--- config.mk ---
export PLATFORM = sky130hd
export DESIGN_NAME = control_sequencer_flat
export DESIGN_NICKNAME = d
export VERILOG_FILES = /design/src/rtl/control_sequencer_if.sv /design/src/rtl/control_sequencer.sv /design/src/flat_wrapper.sv
export SDC_FILE = /design/constraint.sdc
export NUM_CORES = 1
export LEC_CHECK = 0
export CAP_MARGIN = 25
export CORE_UTILIZATION = 32
export CTS_CLUSTER_SIZE = 30
export DETAILED_ROUTE_END_ITERATION = 16
export HOLD_SLACK_MARGIN = 0.12
export PLACE_DENSITY_LB_ADDON = 0.2
export SYNTH_ARGS = -nofsm -noshare
export SYNTH_HDL_FRONTEND = slang
export SYNTH_SLANG_ARGS = --single-unit
--- constraint.sdc ---
create_clock -name clk -period 2.7 [get_ports clk]
set_input_delay 0.405 -clock clk [delete_from_list [all_inputs] [get_ports clk]]
set_output_delay 0.405 -clock clk [all_outputs]
set_load 0.01 [all_outputs]
--- src/rtl/control_sequencer_if.sv ---
// control_sequencer_if -- bundle of the sequencer's handshake inputs and
// datapath control outputs.
//
//   master : the sequencer side (receives run/mem_ready/ir, drives strobes)
//   slave  : the datapath/stimulus side (drives run/mem_ready/ir)
//
// Signals:
//   run, mem_ready, ir[31:0]                      -> into the sequencer
//   pc_out, zlow_out, mdr_out, pc_in, inc_pc,
//   mar_in, mdr_in, read, ir_in, y_in, z_in       <- one-bit datapath strobes
//   r_out, r_in [NUM_REGS-1:0]                    <- one-hot register enables
//   alu_select[4:0], halted, illegal, state[3:0]  <- ALU op and status
//   zhigh_out                                     <- only with CTRL_ZHI_EN defined
interface control_sequencer_if #(
    parameter int unsigned NUM_REGS = 16
);
    logic                run;
    logic                mem_ready;
    logic [31:0]         ir;

    logic                pc_out;
    logic                zlow_out;
    logic                mdr_out;
    logic                pc_in;
    logic                inc_pc;
    logic                mar_in;
    logic                mdr_in;
    logic                read;
    logic                ir_in;
    logic                y_in;
    logic                z_in;
    logic [NUM_REGS-1:0] r_out;
    logic [NUM_REGS-1:0] r_in;
    logic [4:0]          alu_select;
    logic                halted;
    logic                illegal;
    logic [3:0]          state;
`ifdef CTRL_ZHI_EN
    logic                zhigh_out;
`endif

    modport master (
        input  run, mem_ready, ir,
        output pc_out, zlow_out, mdr_out, pc_in, inc_pc, mar_in, mdr_in, read, ir_in,
               y_in, z_in, r_out, r_in, alu_select, halted, illegal, state
`ifdef CTRL_ZHI_EN
        , output zhigh_out
`endif
    );

    modport slave (
        output run, mem_ready, ir,
        input  pc_out, zlow_out, mdr_out, pc_in, inc_pc, mar_in, mdr_in, read, ir_in,
               y_in, z_in, r_out, r_in, alu_select, halted, illegal, state
`ifdef CTRL_ZHI_EN
        , input zhigh_out
`endif
    );
endinterface

--- src/rtl/control_sequencer.sv ---
// control_sequencer -- hardwired control unit for a single-bus CPU datapath.
// Sequences fetch (T0..T2, with T1W memory wait states) and an ALU execute
// (T3..T5) per instruction, and parks in HALT on the halt opcode.
//
// Ports:
//   clk    : sole clock, rising edge
//   reset  : synchronous, active-high; returns to IDLE from any state
//   bus    : control_sequencer_if.master (run/mem_ready/ir in, strobes out)
//
// Optional feature: define CTRL_ZHI_EN to add state T6 and the zhigh_out
// strobe, writing the high half of Z into R[(Ra+1) mod NUM_REGS] after mul/div.
//
// All outputs are Moore functions of the state register and ir. State-only
// strobes are registered from the next state; ir-dependent fields are decoded
// from the current state and ir.
module control_sequencer #(
    parameter int unsigned NUM_REGS = 16,
    parameter logic [4:0]  HALT_OP  = 5'b11011
) (
    input logic clk,
    input logic reset,
    control_sequencer_if.master bus
);

    // Encoding follows the listing order; IDLE must be 0.
    typedef enum logic [3:0] {
        StIdle = 4'd0,
        StT0   = 4'd1,
        StT1   = 4'd2,
        StT1W  = 4'd3,
        StT2   = 4'd4,
        StT3   = 4'd5,
        StT4   = 4'd6,
        StT5   = 4'd7,
        StHalt = 4'd8
`ifdef CTRL_ZHI_EN
        , StT6 = 4'd9
`endif
    } state_e;

    typedef struct packed {
        logic pc_out;
        logic zlow_out;
        logic mdr_out;
        logic pc_in;
        logic inc_pc;
        logic mar_in;
        logic mdr_in;
        logic read;
        logic ir_in;
        logic z_in;
        logic halted;
`ifdef CTRL_ZHI_EN
        logic zhigh_out;
`endif
    } strobe_t;

    localparam logic [4:0] OpMul = 5'b01110;
    localparam logic [4:0] OpDiv = 5'b01111;

    state_e  state_q, state_d;
    strobe_t strobe_q;

    logic [4:0] opcode;
    logic [3:0] ra, rb, rc;
    logic       unused_ir;

    assign opcode    = bus.ir[31:27];
    assign ra        = bus.ir[26:23];
    assign rb        = bus.ir[22:19];
    assign rc        = bus.ir[18:15];
    assign unused_ir = ^bus.ir[14:0];

    // Shifting past the top bit yields zero, which gives the "no bit for an
    // out-of-range index" behaviour for free.
    function automatic logic [NUM_REGS-1:0] onehot(input logic [3:0] idx);
        return {{(NUM_REGS-1){1'b0}}, 1'b1} << idx;
    endfunction

    function automatic logic out_of_range(input logic [3:0] idx);
        return 32'(idx) >= NUM_REGS;
    endfunction

    function automatic strobe_t strobes_for(input state_e s);
        strobe_t st;
        st = '0;
        case (s)
            StT0: begin
                st.pc_out = 1'b1;
                st.mar_in = 1'b1;
                st.inc_pc = 1'b1;
                st.z_in   = 1'b1;
            end
            StT1: begin
                st.zlow_out = 1'b1;
                st.pc_in    = 1'b1;
                st.read     = 1'b1;
                st.mdr_in   = 1'b1;
            end
            StT1W: begin
                st.read   = 1'b1;
                st.mdr_in = 1'b1;
            end
            StT2: begin
                st.mdr_out = 1'b1;
                st.ir_in   = 1'b1;
            end
            StT4:   st.z_in     = 1'b1;
            StT5:   st.zlow_out = 1'b1;
            StHalt: st.halted   = 1'b1;
`ifdef CTRL_ZHI_EN
            StT6:   st.zhigh_out = 1'b1;
`endif
            default: ;
        endcase
        return st;
    endfunction

    // End-of-instruction rule: run is only consulted here and in IDLE.
    function automatic state_e after_instr(input logic run);
        return run ? StT0 : StIdle;
    endfunction

    always_comb begin
        state_d = state_q;
        case (state_q)
            StIdle: if (bus.run) state_d = StT0;
            StT0:   state_d = StT1;
            StT1:   state_d = bus.mem_ready ? StT2 : StT1W;
            StT1W:  state_d = bus.mem_ready ? StT2 : StT1W;
            StT2:   state_d = StT3;
            StT3:   state_d = (opcode == HALT_OP) ? StHalt : StT4;
            StT4:   state_d = StT5;
`ifdef CTRL_ZHI_EN
            StT5: begin
                if (opcode == OpMul || opcode == OpDiv) state_d = StT6;
                else state_d = after_instr(bus.run);
            end
            StT6:   state_d = after_instr(bus.run);
`else
            StT5:   state_d = after_instr(bus.run);
`endif
            StHalt: state_d = StHalt;
            default: state_d = StIdle;
        endcase
    end

    always_ff @(posedge clk) begin
        if (reset) begin
            state_q  <= StIdle;
            strobe_q <= '0;
        end else begin
            state_q  <= state_d;
            strobe_q <= strobes_for(state_d);
        end
    end

`ifdef CTRL_ZHI_EN
    logic [3:0] ra_wrap;
    assign ra_wrap = 4'((32'(ra) + 32'd1) % NUM_REGS);
`endif

    // Register-index and ALU fields depend on ir, which is loaded during T2,
    // so they are decoded from the current state rather than registered.
    always_comb begin
        bus.r_out      = '0;
        bus.r_in       = '0;
        bus.alu_select = 5'd0;
        bus.illegal    = 1'b0;
        bus.y_in       = 1'b0;
        case (state_q)
            StT3: begin
                if (opcode != HALT_OP) begin
                    bus.r_out   = onehot(rb);
                    bus.y_in    = 1'b1;
                    bus.illegal = out_of_range(rb);
                end
            end
            StT4: begin
                bus.r_out      = onehot(rc);
                bus.alu_select = opcode;
                bus.illegal    = out_of_range(rc);
            end
            StT5: begin
                bus.r_in    = onehot(ra);
                bus.illegal = out_of_range(ra);
            end
`ifdef CTRL_ZHI_EN
            StT6: bus.r_in = onehot(ra_wrap);
`endif
            default: ;
        endcase
    end

    assign bus.pc_out   = strobe_q.pc_out;
    assign bus.zlow_out = strobe_q.zlow_out;
    assign bus.mdr_out  = strobe_q.mdr_out;
    assign bus.pc_in    = strobe_q.pc_in;
    assign bus.inc_pc   = strobe_q.inc_pc;
    assign bus.mar_in   = strobe_q.mar_in;
    assign bus.mdr_in   = strobe_q.mdr_in;
    assign bus.read     = strobe_q.read;
    assign bus.ir_in    = strobe_q.ir_in;
    assign bus.z_in     = strobe_q.z_in;
    assign bus.halted   = strobe_q.halted;
    assign bus.state    = state_q;
`ifdef CTRL_ZHI_EN
    assign bus.zhigh_out = strobe_q.zhigh_out;
`endif

endmodule

--- src/flat_wrapper.sv ---
// flat-port wrapper written by rule: the top's interface ports become plain ports
module control_sequencer_flat 
#(
    parameter int unsigned NUM_REGS = 16,
    parameter logic [4:0]  HALT_OP  = 5'b11011
)
  (clk, reset, bus_run, bus_mem_ready, bus_ir, bus_pc_out, bus_zlow_out, bus_mdr_out, bus_pc_in, bus_inc_pc, bus_mar_in, bus_mdr_in, bus_read, bus_ir_in, bus_y_in, bus_z_in, bus_r_out, bus_r_in, bus_alu_select, bus_halted, bus_illegal, bus_state);
  control_sequencer_if #(.NUM_REGS(NUM_REGS)) bus_i ();
  input logic clk;
  input logic reset;
  input wire logic [$bits(bus_i.run)-1:0] bus_run;
  input wire logic [$bits(bus_i.mem_ready)-1:0] bus_mem_ready;
  input wire logic [$bits(bus_i.ir)-1:0] bus_ir;
  output wire logic [$bits(bus_i.pc_out)-1:0] bus_pc_out;
  output wire logic [$bits(bus_i.zlow_out)-1:0] bus_zlow_out;
  output wire logic [$bits(bus_i.mdr_out)-1:0] bus_mdr_out;
  output wire logic [$bits(bus_i.pc_in)-1:0] bus_pc_in;
  output wire logic [$bits(bus_i.inc_pc)-1:0] bus_inc_pc;
  output wire logic [$bits(bus_i.mar_in)-1:0] bus_mar_in;
  output wire logic [$bits(bus_i.mdr_in)-1:0] bus_mdr_in;
  output wire logic [$bits(bus_i.read)-1:0] bus_read;
  output wire logic [$bits(bus_i.ir_in)-1:0] bus_ir_in;
  output wire logic [$bits(bus_i.y_in)-1:0] bus_y_in;
  output wire logic [$bits(bus_i.z_in)-1:0] bus_z_in;
  output wire logic [$bits(bus_i.r_out)-1:0] bus_r_out;
  output wire logic [$bits(bus_i.r_in)-1:0] bus_r_in;
  output wire logic [$bits(bus_i.alu_select)-1:0] bus_alu_select;
  output wire logic [$bits(bus_i.halted)-1:0] bus_halted;
  output wire logic [$bits(bus_i.illegal)-1:0] bus_illegal;
  output wire logic [$bits(bus_i.state)-1:0] bus_state;
  assign bus_i.run = bus_run;
  assign bus_i.mem_ready = bus_mem_ready;
  assign bus_i.ir = bus_ir;
  assign bus_pc_out = bus_i.pc_out;
  assign bus_zlow_out = bus_i.zlow_out;
  assign bus_mdr_out = bus_i.mdr_out;
  assign bus_pc_in = bus_i.pc_in;
  assign bus_inc_pc = bus_i.inc_pc;
  assign bus_mar_in = bus_i.mar_in;
  assign bus_mdr_in = bus_i.mdr_in;
  assign bus_read = bus_i.read;
  assign bus_ir_in = bus_i.ir_in;
  assign bus_y_in = bus_i.y_in;
  assign bus_z_in = bus_i.z_in;
  assign bus_r_out = bus_i.r_out;
  assign bus_r_in = bus_i.r_in;
  assign bus_alu_select = bus_i.alu_select;
  assign bus_halted = bus_i.halted;
  assign bus_illegal = bus_i.illegal;
  assign bus_state = bus_i.state;
  control_sequencer #(.NUM_REGS(NUM_REGS), .HALT_OP(HALT_OP)) u_core (.clk(clk), .reset(reset), .bus(bus_i));
endmodule
; After elaboration in Yosys (flattened, before gate mapping)
; Index checks and enable logic that the tools add are counted.
[totals]
output_inout_bits = 54
regBits = 14
input_bits = 36
wordCells = 55
[classes]
n_mux = 19
n_shift = 3
n_eq_ne = 17
n_reduce_logical = 5
[op_table]
columns = operator, n
row1 = << shifter 1 x 4 -> 16 bit (first input constant), 3
row2 = 2-to-1 mux 16 bit, 2
row3 = one-hot mux 16 bit (2 select lines), 1
row4 = one-hot mux 4 bit (8 select lines), 1
row5 = == test 4 x 3 -> 1 bit (second input constant), 7
row6 = == test 4 x 2 -> 1 bit (second input constant), 4
row7 = 2-to-1 mux 1 bit, 9
row8 = == test 4 x 1 -> 1 bit (second input constant), 2
row9 = == test 4 bit (second input constant), 2
row10 = 2-to-1 mux 4 bit, 2
row11 = OR reduction 2 bit, 4
row12 = == test 5 bit (second input constant), 1
row13 = 2-to-1 mux 5 bit, 1
row14 = inequality test 5 bit (second input constant), 1
row15 = logical NOT 4 bit, 1
row16 = 2-to-1 mux 2 bit, 2
row17 = 2-to-1 mux 3 bit, 1

; Depth between registers and ports, before layout
; Gate-level depths: netlist (run 1).
[depth]
ltp_word = 6
ltp_mapped = 6
depth_no_buf = 5

; Worst setup path after synthesis (run 1)
; Ideal clock, no wire load.
[synth_path]
kind = flip-flop to output port
from = register u_core.state_q[2], in the netlist u_core.bus.state[2]
to = output bus_r_out[2]
setup_slack_ps = 665
arrival_ps = 1630
stages_incl_launch_ff = 6
n_path_buf = 1
required_ps = 2295
cell_sequence = dfxtp_1 -> buf_2 -> and3b_2 -> o211a_4 -> or3b_4 -> o22ai_1
[synth_between]
elab_chain_len = 2
word_cells_on_any_way = 3
classes_between = 2 x eq/ne / 1 x mux
[synth_lines]
columns = item, line
row1 = from (decl), control_sequencer.sv:61  ; state_e state_q, state_d;
row2 = from (signal assigned), control_sequencer.sv:150  ; state_q <= StIdle;
row3 = from (signal assigned), control_sequencer.sv:153  ; state_q <= state_d;
row4 = == test 4 x 3 -> 1 bit, control_sequencer.sv:171  ; case (state_q)
row5 = one-hot mux 16 bit (2 select lines) (*), control_sequencer.sv:171
row6 = to (decl), flat_wrapper.sv:25  ; output wire logic [$bits(bus_i.r_out)-1:0] bus_r_out;
; Every way passes the cells marked *; elsewhere a longest branch is shown, timed or not.

; Worst setup path after layout (run 1)
[layout_path]
from = input bus_ir[29]
to = output bus_r_out[12]
[layout_between]
elab_chain_len = 3
[layout_lines]
columns = item, line
row1 = from (decl), flat_wrapper.sv:13  ; input wire logic [$bits(bus_i.ir)-1:0] bus_ir;
row2 = inequality test 5 bit, control_sequencer.sv:173  ; if (opcode != HALT_OP) begin
row3 = 2-to-1 mux 16 bit, control_sequencer.sv:173
row4 = one-hot mux 16 bit (2 select lines), control_sequencer.sv:171
; Every way passes these cells.

==> metrics.txt, run 1 <==
status=finished, final reports clean; initial antenna violation count=0; most frequent cells in the layout=clkdlybuf4s50_1, nor2_1, o22ai_1, dfxtp_1; CP endpoint kind=output port; Die Wd=55.2 um; final antenna-violating net count=0; Crit Path Category=primary input to output port; iteration-0 DRC count of the detailed router=26; via count=1187; fin util=67.1%; final hold violation count=0; register area share after synthesis=24.3%; Starting Density=35.3%; Die Area=3050 um2; Max FO, Critical Path=6; commonest non-fill, non-tap cell in the layout=clkdlybuf4s50_1; H-tree Lvls=1; Pre-antenna DRT Iters=5; CTS tree=built; final setup vio count=0; total gr overflow=0; routed length per placed instance=13.5 um; Synth Area in Simple Gates=44.5%; worst-skew pair later-pin latency=0.26 ns; port bufs=73; largest net degree at the start of global routing=11; row count=18; Final #Nets=232; largest family of logic cells by synthesized area=simple AND/OR/NAND/NOR gates; R2R setup slack=1.08 ns; hold_buf cts=0; CTS root buffer=clkbuf_4; IO Pins=90; Syn Std Cell Area=906 um2; post-synthesis mux area share=2.35%; Peak VDD IR=0.000366 V; Synth Net Count=155; clk sinks=11; worst min-delay path class=flip-flop to flip-flop; DP Wirelength=2.39 mm; Core ar.=2570 um2; # placed instances=219; clock skew=0.000364 ns; final WL=3.04 mm; vias in the first global route=1041; Data arrival, critical path=2.27 ns; cell area power density=280 nW/um2; Lkg Pwr=0.771 nW; leading area contributor after synthesis=dfxtp_1; final cell count without fillers=225; fin. max-slew vios=0; Mapped Cells=119; Global Route Usage Sum=18.0%; Reg clk slew, reported paths=0.06 ns; part of the cycle the worst path needs=99.0%; crit path time final=2.67 ns; Max Clk Rate=0.374 GHz; RePlAce Congestion=0.824; post-synthesis cell type count=37; ranking of synthesized cells by area=dfxtp_1, o22ai_1, nor2_1; Synth Area in Compound Gates=20.7%; Max Cap Viol=0; Adder-Cell Fraction of Synth Area=0%; # diodes=0; detail-routed via count per cell=5.28; Seq cells post-synth=11; Layout area overhead=90.2%; layout cells sized above 1=14.4%; Post-Synth XOR/XNOR Area=0%; Synth top area share=24.3%; Required @ worst endpoint=2.30 ns; first-pass GRT wire length=4.60 mm; crit path launch type=primary input; Ys Warns=0; total CTS buffers=3; DIE HEIGHT=55.2 um; RSZ-0062 raised after global routing=true; Max Buffers Root-to-Sink=2; drt drc=0; synthesized area per cell=7.61 um2
## flip-flops by register name (all words and copies together) (netlist names)
signal / count
u_core.bus.halted: 1
u_core.bus.inc_pc: 1
u_core.bus.ir_in: 1
u_core.bus.pc_in: 1
u_core.bus.read: 1
u_core.bus.state: 4
u_core.bus.z_in: 1
u_core.bus.zlow_out: 1
## power breakdown
group	switching (W)	internal, W	leakage (nW)
Sequential	0.0000125	0.000178	0.0901
Clock	0.0000478	0.0000570	0.0150
Combinational	0.0000830	0.000103	0.666
## critical path, stage by stage
cell and delay, ns:
clkdlybuf4s50_1 0.47, nand4b_1 0.15, o211a_4 0.17, buf_4 0.13, nand3b_1 0.16, o22ai_1 0.21, clkdlybuf4s50_1 0.57
## path summary, 6_finish.rpt
check / to / from / cells past startpoint
worst min register to register: u_core.bus.read / u_core.bus.state[1] / 3
worst max-delay path: bus_r_out[12] / bus_ir[29] / 7
worst min-delay path: u_core.bus.read / u_core.bus.state[1] / 3
worst max register to register: u_core.bus.z_in / u_core.bus.state[2] / 6
## cells in the mapped netlist (all sizes together)
cell    number
a211oi       1
a21o         1
a21oi        2
a22oi        1
a311o        1
and2         6
and2b        1
and3         1
and3b        1
buf          7
conb         1
dfxtp       11
inv          3
mux2         1
mux2i        1
nand2        7
nand2b       9
nand3        4
nand3b       5
nand4        1
nand4b       1
nor2        19
nor2b        2
nor3         6
nor4b        1
o211a        1
o211ai       1
o21a         1
o21bai       1
o22ai       16
or2          2
or3          1
or3b         2
## final cells by class
class,instances,area [um2]
Inverter,3,16.3
Timing Repair Buffer,79,795
Multi-Input combinational cell,98,627
Clock buffer,4,26.3
Fill cell,240,845
Sequential cell,11,221
Tap cell,30,37.5
## stage by stage
stage | cell area [um2] | power [W] | hold slack [ns] | setup slack (ns) | TNS (ns)
floorplan | 906 | 0.000289 | 0.477 | 0.665 | 0
global placement | 1650 | 0.000373 | 0.677 | -0.0159 | -0.0159
detailed placement | 1650 | 0.000377 | 0.697 | -0.0640 | -0.0699
CTS | 1670 | 0.000485 | 0.708 | 0.0202 | 0
global route | 1720 | 0.000515 | 0.739 | -0.0156 | -0.0280
finish | 1720 | 0.000482 | 0.710 | 0.0266 | 0
## routing by layer
layer	global-route usage [%]	vias to the layer above	wire length, um
met2	33.2	61	1580
met3	4.22	8	203
met1	19.7	536	1210
li1	-	582	-
met5	0	-	0
met4	7.14	0	46
## what timing repair did
item	4_1_cts	5_1_grt
endpoints found under the setup margin	3	11
buffers inserted	0	2
resized for setup	4	11
## cells by family after synthesis
logic type / count (synthesis)
simple gates: 69
compound gates: 26
flops: 11
mux: 2
buf+inv: 10
other cells: 1
No activity file was read; power rests on OpenSTA's default activity.
==> inputs of run 2 (changes only) <==
- CORE_ASPECT_RATIO: unset -> 0.9
- SKIP_CTS_REPAIR_TIMING: unset -> 1
==> metrics.txt, run 2 (synthesized netlist as in run 1, its figures left out) <==
Global Route Usage Sum=18.8% (+0.78 points); largest net degree at the start of global routing=11 (unchanged); Peak VDD IR=0.000288 V (-21%); crit path time final=2.63 ns (-0.0443 ns); most frequent cells in the layout=clkdlybuf4s50_1, nor2_1, o22ai_1, dlymetal6s2s_1, dfxtp_1; Data arrival, critical path=2.22 ns (-0.05 ns); Lkg Pwr=0.856 nW (+11%); layout cells sized above 1=14.8% (+0.44 points); Worst Hold Slack=0.697 ns (-0.0128 ns); Layout area overhead=94.1%; CP endpoint kind=output port; detail-routed via count per cell=4.85 (-8.1%); final cell count without fillers=234 (+4.0%); port bufs=73 (unchanged); total gr overflow=0 (unchanged); commonest non-fill, non-tap cell in the layout=clkdlybuf4s50_1; H-tree Lvls=1 (unchanged); Pre-antenna DRT Iters=4 (-1); RePlAce Congestion=0.852 (+3.3%); # diodes=0 (unchanged); Core ar.=2570 um2 (+0.24%); R2R setup slack=1.08 ns (about the same); part of the cycle the worst path needs=97.4% (-1.6 points); final WL=2.87 mm (-5.4%); R2R cell count=6 (unchanged); via count=1134 (-4.5%); status=finished, final reports clean; total CTS buffers=3 (unchanged); Reg clk slew, reported paths=0.06 ns (about the same); CTS root buffer=clkbuf_4; IO Pins=90 (unchanged); Die Area=3050 um2 (about the same); Max Cap Viol=0 (unchanged); final hold violation count=0 (unchanged); cell area power density=274 nW/um2 (-2.1%); Max Buffers Root-to-Sink=2 (unchanged); clock skew=0.00158 ns (+0.00121 ns); Starting Density=35.2% (-0.086 points); max reg flops=4 (unchanged); final setup vio count=0 (unchanged); Max Clk Rate=0.380 GHz (+1.7%); CTS tree=built; Required @ worst endpoint=2.30 ns (about the same); routed length per placed instance=12.3 um (-9.1%); vias in the first global route=1018 (-2.2%); # placed instances=228 (+4.1%); iteration-0 DRC count of the detailed router=40 (+54%); worst min-delay path class=flip-flop to flip-flop; initial antenna violation count=0 (unchanged); Final #Nets=233 (+0.43%); Crit Path Category=primary input to output port; Final Power=0.000482 W (about the same); row count=17 (-1); fin util=68.3% (+1.2 points); final antenna-violating net count=0 (unchanged); drt drc=0 (unchanged); Min-Delay Path Depth=2 (-1); first-pass GRT wire length=4.52 mm (-1.8%); Max FO, Critical Path=6 (unchanged); clk sinks=11 (unchanged); DP Wirelength=2.38 mm (-0.43%); worst-skew pair later-pin latency=0.26 ns (about the same); DIE HEIGHT=52.5 um (-4.9%); Die Wd=58.1 um (+5.2%); crit path launch type=primary input; fin. max-slew vios=0 (unchanged)
run 2: cell types whose count changed in the layout (fill, tap and decap cells not counted):
cell | previous run | this run
buf_4 | 6 | 7
clkdlybuf4s50_1 | 61 | 59
dlygate4sd2_1 | 3 | 0
dlymetal6s2s_1 | 9 | 14
nand3_1 | 3 | 4
nand3_2 | 1 | 0
o22ai_1 | 15 | 14
o22ai_2 | 1 | 2
run 2: power breakdown:
group | total (W) | switching (W) | internal, W
Clock | 0.000106 | 0.0000493 | 0.0000571
Combinational | 0.000185 | 0.0000817 | 0.000103
Sequential | 0.000190 | 0.0000118 | 0.000178
run 2: per-stage QoR:
stage          area (um2)  setup TNS [ns]  setup WS [ns]
2_1_floorplan         906               0          0.665
3_3_place_gp         1670               0       0.000710
3_5_place_dp         1670         -0.0128        -0.0115
4_1_cts              1690         -0.0451        -0.0345
5_1_grt              1760        -0.00343       -0.00343
6_report             1760               0         0.0710
run 2: final timing paths:
kind,from,endpoint
setup / recovery,bus_ir[29],bus_r_out[1]
hold / removal,u_core.bus.state[1],u_core.bus.halted
setup reg to reg,u_core.bus.state[2],u_core.bus.z_in
hold reg to reg,u_core.bus.state[1],u_core.bus.halted
run 2: cell type report:
class,instances,area [um2]
Inverter,3,16.3
Timing Repair Buffer,80,818
Clock buffer,4,26.3
Multi-Input combinational cell,98,628
Fill cell,217,816
Sequential cell,11,221
Tap cell,38,47.5
run 2: metal layers:
metal,global-route usage [%],vias to the layer above,wire length (um)
li1,-,586,-
met1,22.7,500,1230
met2,36.2,48,1480
met3,3.21,0,168
met4,1.19,0,0
met5,0,-,0
run 2: critical path, cell delays in order:
cell             delay [ns]
clkdlybuf4s50_1        0.46
nand4b_1               0.15
o211a_4                0.17
buf_4                  0.13
nand3b_1               0.15
o22ai_1                0.18
clkdlybuf4s50_1        0.57
==> inputs of run 3 (changes only) <==
- SKIP_CTS_REPAIR_TIMING: 1 -> unset
==> metrics.txt, run 3 (synthesized netlist as in run 1, its figures left out) <==
drt drc=0 (unchanged); crit path cell chain=clkdlybuf4s50_1 > nand4b_1 > o211a_4 > buf_4 > nand3b_1 > o22ai_1 > clkdlybuf4s50_1; worst-skew pair later-pin latency=0.26 ns (about the same); Core ar.=2570 um2 (unchanged); routed length per placed instance=12.6 um (+2.6%); clock power share=22.1% (about the same); Final Power=0.000482 W (about the same); final hold violation count=0 (unchanged); layout cells sized above 1=14.8% (unchanged); part of the cycle the worst path needs=97.1% (-0.29 points); Reg clk slew, reported paths=0.06 ns (about the same); first-pass GRT wire length=4.52 mm (unchanged); Lkg Pwr=0.828 nW (-3.2%); CTS root buffer=clkbuf_4; CTS tree=built; Seq pwr share=39.5% (about the same); most frequent cells in the layout=clkdlybuf4s50_1, nor2_1, o22ai_1, dlymetal6s2s_1, dfxtp_1; initial antenna violation count=0 (unchanged); final setup vio count=0 (unchanged); cell area power density=275 nW/um2 (+0.49%); Max Clk Rate=0.381 GHz (+0.30%); commonest non-fill, non-tap cell in the layout=clkdlybuf4s50_1; pre-CTS setup slack=-0.0115 ns (unchanged); DP Wirelength=2.38 mm (unchanged); Max Buffers Root-to-Sink=2 (unchanged); status=finished, final reports clean; CP endpoint kind=output port; max reg flops=4 (unchanged); final antenna-violating net count=0 (unchanged); Net Switching=0.000143 W (+0.24%); detail-routed via count per cell=4.93 (+1.7%); setup TNS=0 ns (unchanged); fin util=68.0% (-0.29 points); port bufs=73 (unchanged); DIE HEIGHT=52.5 um (unchanged); Max Cap Viol=0 (unchanged); Die Area=3050 um2 (unchanged); IO Pins=90 (unchanged); fin. max-slew vios=0 (unchanged); Required @ worst endpoint=2.30 ns (about the same); final WL=2.95 mm (+2.6%); Slowest cell on crit path=clkdlybuf4s50_1; iteration-0 DRC count of the detailed router=55 (+38%); Internal=0.000339 W (about the same); Data arrival, critical path=2.22 ns (about the same); Global Route Usage Sum=18.8% (unchanged); Peak VDD IR=0.000288 V (about the same); Max FO, Critical Path=6 (unchanged); Layout area overhead=93.2%; crit path time final=2.62 ns (-0.00776 ns); # diodes=0 (unchanged); clock skew=0.00153 ns (-0.0000427 ns); Pre-antenna DRT Iters=4 (unchanged); vias in the first global route=1018 (unchanged); crit path launch type=primary input; total CTS buffers=3 (unchanged); largest stage delay on the critical path=0.48 ns (-0.09 ns); Final WS setup=0.0788 ns (+0.00776 ns); H-tree Lvls=1 (unchanged); worst min-delay path class=flip-flop to flip-flop; Top cell by count, worst path=clkdlybuf4s50_1; row count=17 (unchanged); Comb pwr share=38.5% (about the same); Switching Share=29.7% (+0.051 points); Crit Path Category=primary input to output port; RePlAce Congestion=0.852 (unchanged); clk sinks=11 (unchanged); largest net degree at the start of global routing=11 (unchanged); Die Wd=58.1 um (unchanged); Starting Density=35.2% (unchanged); # placed instances=228 (unchanged); final cell count without fillers=234 (unchanged); total gr overflow=0 (unchanged); Final #Nets=233 (unchanged); via count=1153 (+1.7%)
==> run 3: what timing repair did <==
action	4_1_cts	5_1_grt
resized for setup	3	14
buffers inserted	0	2
hold buffers	0	0
setup endpoints to repair	2	14
pin swaps	0	1
==> run 3: worst max-delay path, delay by kind of cell <==
kind,cells,cell delay [ns]
buffers and inverters,3,1.11
and+or+nand+nor,2,0.33
AOI/OAI and AO/OA,2,0.35
==> run 3: routing by layer <==
metal  vias to the layer above  share of wire (%)  wire length [um]  GRT usage (%)
met4                         0               0.78                23           1.19
met2                        59                 52              1520           36.2
li1                        581                  -                 -              -
met3                         4                6.8               200           3.21
met5                         -                  0                 0              0
met1                       509                 41              1200           22.7
==> run 3: final cells by class <==
cell class	count	area, um2
flip-flops and latches	11	221
well taps	38	47.5
repair buffers	80	811
fillers	218	823
multi-input cells	98	628
clock buffers	4	26.3
inverters	3	16.3
==> run 3: path summary, 6_finish.rpt <==
path / from / end / slack (ns) / cells past startpoint
worst max register to register: u_core.bus.state[2] / u_core.bus.z_in / 1.08 / 6
worst max-delay path: bus_ir[28] / bus_r_out[1] / 0.08 / 7
worst min-delay path: u_core.bus.state[1] / u_core.bus.halted / 0.70 / 2
worst min register to register: u_core.bus.state[1] / u_core.bus.halted / 0.70 / 2
==> run 3: metrics by stage <==
| step | cell area, um2 | hold slack, ns |
|---|---|---|
| floorplan | 906 | 0.477 |
| global placement | 1670 | 0.684 |
| detailed placement | 1670 | 0.689 |
| CTS | 1690 | 0.699 |
| global route | 1750 | 0.737 |
| finish | 1750 | 0.697 |
==> run 3: power groups by stage <==
stage	sequential [W]	combinational (W)	clock, W
after CTS	0.000190	0.000185	0.000113
after global placement	0.000193	0.000181	0
after global routing	0.000192	0.000202	0.000121
final	0.000190	0.000186	0.000106
after detailed placement	0.000193	0.000184	0
after floorplan	0.000199	0.0000899	0
==> patch 1, RTL diff (settings of run 2) <==
`NUM_REGS` is set to 16 in 3 places; all go to 32.
--- a/src/rtl/control_sequencer_if.sv
+++ b/src/rtl/control_sequencer_if.sv
@@ -12,7 +12,7 @@
 //   alu_select[4:0], halted, illegal, state[3:0]  <- ALU op and status
 //   zhigh_out                                     <- only with CTRL_ZHI_EN defined
 interface control_sequencer_if #(
-    parameter int unsigned NUM_REGS = 16
+    parameter int unsigned NUM_REGS = 32
 );
     logic                run;
     logic                mem_ready;
--- a/src/rtl/control_sequencer.sv
+++ b/src/rtl/control_sequencer.sv
@@ -14,7 +14,7 @@
 // strobes are registered from the next state; ir-dependent fields are decoded
 // from the current state and ir.
 module control_sequencer #(
-    parameter int unsigned NUM_REGS = 16,
+    parameter int unsigned NUM_REGS = 32,
     parameter logic [4:0]  HALT_OP  = 5'b11011
 ) (
     input logic clk,
--- a/src/flat_wrapper.sv
+++ b/src/flat_wrapper.sv
@@ -1,7 +1,7 @@
 // flat-port wrapper written by rule: the top's interface ports become plain ports
 module control_sequencer_flat 
 #(
-    parameter int unsigned NUM_REGS = 16,
+    parameter int unsigned NUM_REGS = 32,
     parameter logic [4:0]  HALT_OP  = 5'b11011
 )
   (clk, reset, bus_run, bus_mem_ready, bus_ir, bus_pc_out, bus_zlow_out, bus_mdr_out, bus_pc_in, bus_inc_pc, bus_mar_in, bus_mdr_in, bus_read, bus_ir_in, bus_y_in, bus_z_in, bus_r_out, bus_r_in, bus_alu_select, bus_halted, bus_illegal, bus_state);
Interface: changed (resized bus_r_in and bus_r_out); port bits go from 90 to 122. No check against the original RTL was run, so the function may have changed too.
==> patch 1 against run 2 <==
Critical path depth shrank 1. Synthesized area grew 25%. Register-to-register slack lost 0.03 ns. Clock power grew 49%. Worst setup slack is essentially flat. Power grew 15%. Sequential cell count is the same. Routed wire length grew 6.2%. Final area grew 6.8%. Critical endpoint is now bus_r_out[9].
==> patch 1: results (changes against run 2) <==
| Metric | Value |
|---|---|
| Async set or reset register ratio after synthesis | 0% (unchanged) |
| First-pass GRT wire length | 4.47 mm (-1.1%) |
| Metal2 WL | 1.41 mm (-4.5%) |
| Pre-CTS setup slack | 0.0109 ns (+0.0225 ns) |
| Clock Pin Slew Worst Setup and Hold Paths | 0.05 ns |
| GRT Overall Usage | 14.7% (-4.1 points) |
| Ys flop type | dfxtp_1 |
| Largest register FFs | 4 (unchanged) |
| Slowest stage cell, crit path | clkdlybuf4s50_1 |
| Outcome | complete, no violations |
| Total number of vias | 1274 (+12%) |
| Achievable Freq | 380 MHz (about the same) |
| Clock power frac | 28.4% (+6.3 points) |
| DR vias/cell | 4.65 (-4.1%) |
| Layout cell share with drive strength beyond 1 | 9.13% (-5.7 points) |
| Synth cell types | 38 (+2.7%) |
| Root Driver | clkbuf_8 |
| Combinational share of power | 38.0% (-0.4 points) |
| Final Hold Slack | 0.625 ns (-0.0726 ns) |
| Vias in the first global route | 1003 (-1.5%) |
| Critical path fanouts, max | 7 (+1) |
| Htree depth | 1 (unchanged) |
| P_int | 0.386 mW (+14%) |
| Antenna diode count | 0 (unchanged) |
| Num CTS Buffers | 3 (unchanged) |
| GP Congestion | 0.859 (+0.79%) |
| Worst EP arrival | 2.22 ns (about the same) |
| Final core utilization | 55.6% (-13 points) |
| DR pass1 iterations | 5 (+1) |
| Synth top area cells | buf_4 25%, dfxtp_1 19%, o22ai_1 6.1% |
| Drt total wl | 3.05 mm (+6.2%) |
| Met2 GRT Util | 25.1% (-11 points) |
| Syn Area/Cell | 7.40 um2 (-2.8%) |
| Leakage | 0.791 nW (-7.6%) |
| Initial antenna violation count | 0 (unchanged) |
| Worst hold path class | reg -> reg |
| Fillers | 323 (+49%) |
| Clk buf depth | 2 (unchanged) |
| Worst vdd ir | 0.000247 V (-14%) |
| M1 GR Usage | 18.3% (-4.4 points) |
| DRT iter0 DRCs | 126 (+220%) |
| R2r setup slk | 1.05 ns (-0.03 ns) |
| Crit-path max cell delay | 0.57 ns (about the same) |
| Worst-skew pair later-pin latency | 0.23 ns (-0.03 ns) |
| Pin count of the biggest net entering global routing | 12 (+1) |
| Sw Share | 30.6% (+0.91 points) |
| I/O Buffers | 73 (unchanged) |
| Max layer used | met3 |
| Setup Skew | 0.000231 ns (-0.00135 ns) |
| Seq/Total Area, Yosys | 19.4% (-4.9 points) |
| Commonest cells in the netlist | 37 x buf_4, 18 x nor2_1, 11 x dfxtp_1, 11 x o22ai_1, 10 x nand2b_1 |
| Area after DPL | 0.00179 mm2 (+7.5%) |
| WL met3 | 363 um (+120%) |
| HPWL after detailed placement | 2.41 mm (+1.3%) |
| Synthesis warning total | 0 (unchanged) |
| Met1 WL | 1.28 mm (+4.1%) |
| Met3 Track Usage GR | 4.65% (+1.4 points) |
| Placed Instances | 269 (+18%) |
patch 1: cells by family after synthesis:
family,count (synthesis),synth area share [%]
other cells,1,0.331
simple gates,72,36.1
compound gates,27,17.2
buf+inv,41,26.0
flops,11,19.4
mux,1,0.884
patch 1: worst paths after layout:
check	start	end	cells after the start
worst max-delay path	u_core.bus.state[3]	bus_r_out[9]	6
worst min-delay path	u_core.bus.state[1]	u_core.bus.state[3]	2
worst max register to register	u_core.bus.state[2]	u_core.bus.z_in	6
worst min register to register	u_core.bus.state[1]	u_core.bus.state[3]	2
patch 1: cell type report:
class / count / share of cell area, %
clock buffer: 4 / 2.40
inverter: 3 / 0.600
multi-input combinational: 133 / 40.2
tap: 44 / 2.93
timing repair buffer: 79 / 42.1
sequential: 11 / 11.7
patch 1: worst max-delay path, delay by kind of cell (launching register included):
kind | cells | cell delay, ns
simple gates | 4 | 0.88
buf+inv | 1 | 0.57
flops | 1 | 0.37
compound gates | 1 | 0.16
==> patch 2, RTL diff (config.mk and constraints of run 2) <==
Without the edit above. Reset style: asynchronous (`reset`), changed in one clocked block.
--- a/src/rtl/control_sequencer.sv
+++ b/src/rtl/control_sequencer.sv
@@ -145,7 +145,7 @@
         endcase
     end
 
-    always_ff @(posedge clk) begin
+    always_ff @(posedge clk or posedge reset) begin
         if (reset) begin
             state_q  <= StIdle;
             strobe_q <= '0;
Formal check against the unedited RTL: differs if reset is asserted again (counterexample within 4 cycles, from zero or initial values and one cycle with reset high); with reset held inactive, the same outputs for 10 cycles.
==> patch 2 against run 2 <==
Routed wire length grew 9.6%. Worst setup slack better by 0.030 ns. Sequential share of layout area grew 2.3 points. Final cell count increased by 6.0%. Final area increased by 5.3%. Sequential cell count did not move. Synthesized area rose by 15%.
Power is not compared: it rests on default switching activity, and its combinational part moved more than twofold at a synthesized area within 25%.
==> patch 2: results (changes against run 2) <==
| Metric | Value |
|---|---|
| Routed len/inst | 12.7 um (+3.4%) |
| Final #Nets | 243 (+4.3%) |
| GRT Overall Usage | 18.4% (-0.41 points) |
| Critical path fanouts, max | 7 (+1) |
| Setup Skew | 0.00233 ns (+0.000748 ns) |
| I/O Buffers | 73 (unchanged) |
| Outcome | complete, no violations |
| Seq/Total Area, Yosys | 26.3% (+2.0 points) |
| Critical R2R Launch | u_core.bus.state[1] |
| Worst-case reg-to-reg path depth | 3 (-3) |
| Commonest cells in the netlist | 18 x nor2_1, 11 x dfrtp_1, 8 x nand2b_1, 8 x nand3b_1, 8 x o32ai_1 |
| Synth top area cells | dfrtp_1 26%, o32ai_1 6.7%, nor2_1 6.5% |
| Worst EP arrival | 2.19 ns (-0.03 ns) |
| Largest register FFs | 4 (unchanged) |
| Area after DPL | 0.00180 mm2 (+8.1%) |
| Antenna viol nets, final | 0 (unchanged) |
| Vias in the first global route | 1250 (+23%) |
| Met2 GRT Util | 31.9% (-4.3 points) |
| Drt total wl | 3.15 mm (+9.6%) |
| Pin count of the biggest net entering global routing | 19 (+8) |
| Root Driver | clkbuf_4 |
| M1 GR Usage | 24.0% (+1.3 points) |
| DRT iter0 DRCs | 37 (-7.5%) |
| Clk buf depth | 2 (unchanged) |
| Worst-skew pair later-pin latency | 0.26 ns (about the same) |
| Final Critical Period | 2.60 ns (-0.0304 ns) |
| Async set or reset register ratio after synthesis | 100% (+100 points) |
| Antenna diode count | 0 (unchanged) |
| Worst r2r dst | u_core.bus.zlow_out |
| DR vias/cell | 5.29 (+9.1%) |
| Synth Instances | 136 (+14%) |
| Layout cell share with drive strength beyond 1 | 9.22% (-5.6 points) |
| Slowest stage cell, crit path | clkdlybuf4s50_1 |
| GP Congestion | 0.791 (-7.2%) |
| Syn_nets | 172 (+11%) |
| HPWL after detailed placement | 2.47 mm (+3.8%) |
| Worst hold path class | in -> async |
| Final Hold Slack | 0.433 ns (-0.264 ns) |
| Clock Pin Slew Worst Setup and Hold Paths | 0.07 ns |
| Pre-CTS setup slack | -0.210 ns (-0.199 ns) |
| R2r setup slk | 1.38 ns (+0.30 ns) |
| Met3 Track Usage GR | 3.28% (+0.069 points) |
| Delay-heaviest family, CP | simple AND/OR/NAND/NOR gates |
| First-pass GRT wire length | 5.38 mm (+19%) |
==> patch 2: cell count changes after synthesis, moves of 3 or more <==
cell | run 2 | this run
clkbuf_1 | 0 | 5
and2_2 | 5 | 0
dfrtp_1 | 0 | 11
o31ai_1 | 0 | 7
and2_1 | 1 | 6
o32ai_1 | 0 | 8
dfxtp_1 | 11 | 0
o22ai_1 | 16 | 2
nand3b_1 | 5 | 8
==> patch 2: metal layers <==
metal  part of all wire, %  wire, um  vias to the layer above
li1                      -         -                      646
met1                    46      1440                      594
met2                    47      1480                       71
met3                   7.3       231                        0
met4                     0         0                        0
met5                     0         0                        -
==> patch 2: kinds of logic (layout without fill, tap and decap cells) <==
kind of cell / Yosys count / in the layout / share of synthesized area [%]
other: 1 / 1 / 0.359
buffers and inverters: 16 / 86 / 7.89
AO/OA/AOI/OAI: 27 / 27 / 19.6
flip-flops: 11 / 11 / 26.3
AND/OR/NAND/NOR: 81 / 81 / 45.8
==> patch 2: power breakdown <==
part	total, mW	internal [mW]	switching, mW
Clock	0.106	0.0570	0.0490
Sequential	0.274	0.222	0.0518
Combinational	0.772	0.403	0.369
Total	1.15	0.682	0.470
==> patch 2: worst max-delay path by stage <==
stage	to	startpoint
2_1_floorplan	bus_r_out[6]	u_core.bus.state[3]
3_3_place_gp	bus_r_out[14]	bus_ir[29]
3_5_place_dp	bus_r_out[1]	bus_ir[29]
4_1_cts	bus_r_out[1]	bus_ir[29]
5_1_grt	bus_alu_select[4]	u_core.bus.state[3]
6_report	bus_r_out[1]	u_core.bus.state[3]
==> patch 2: final cells by class <==
type                            instances  area (um2)
Multi-Input combinational cell        109         708
Timing Repair Buffer                   79         778
Clock buffer                            4        26.3
Fill cell                             281        1240
Sequential cell                        11         275
Tap cell                               42        52.6
Inverter                                3        11.3
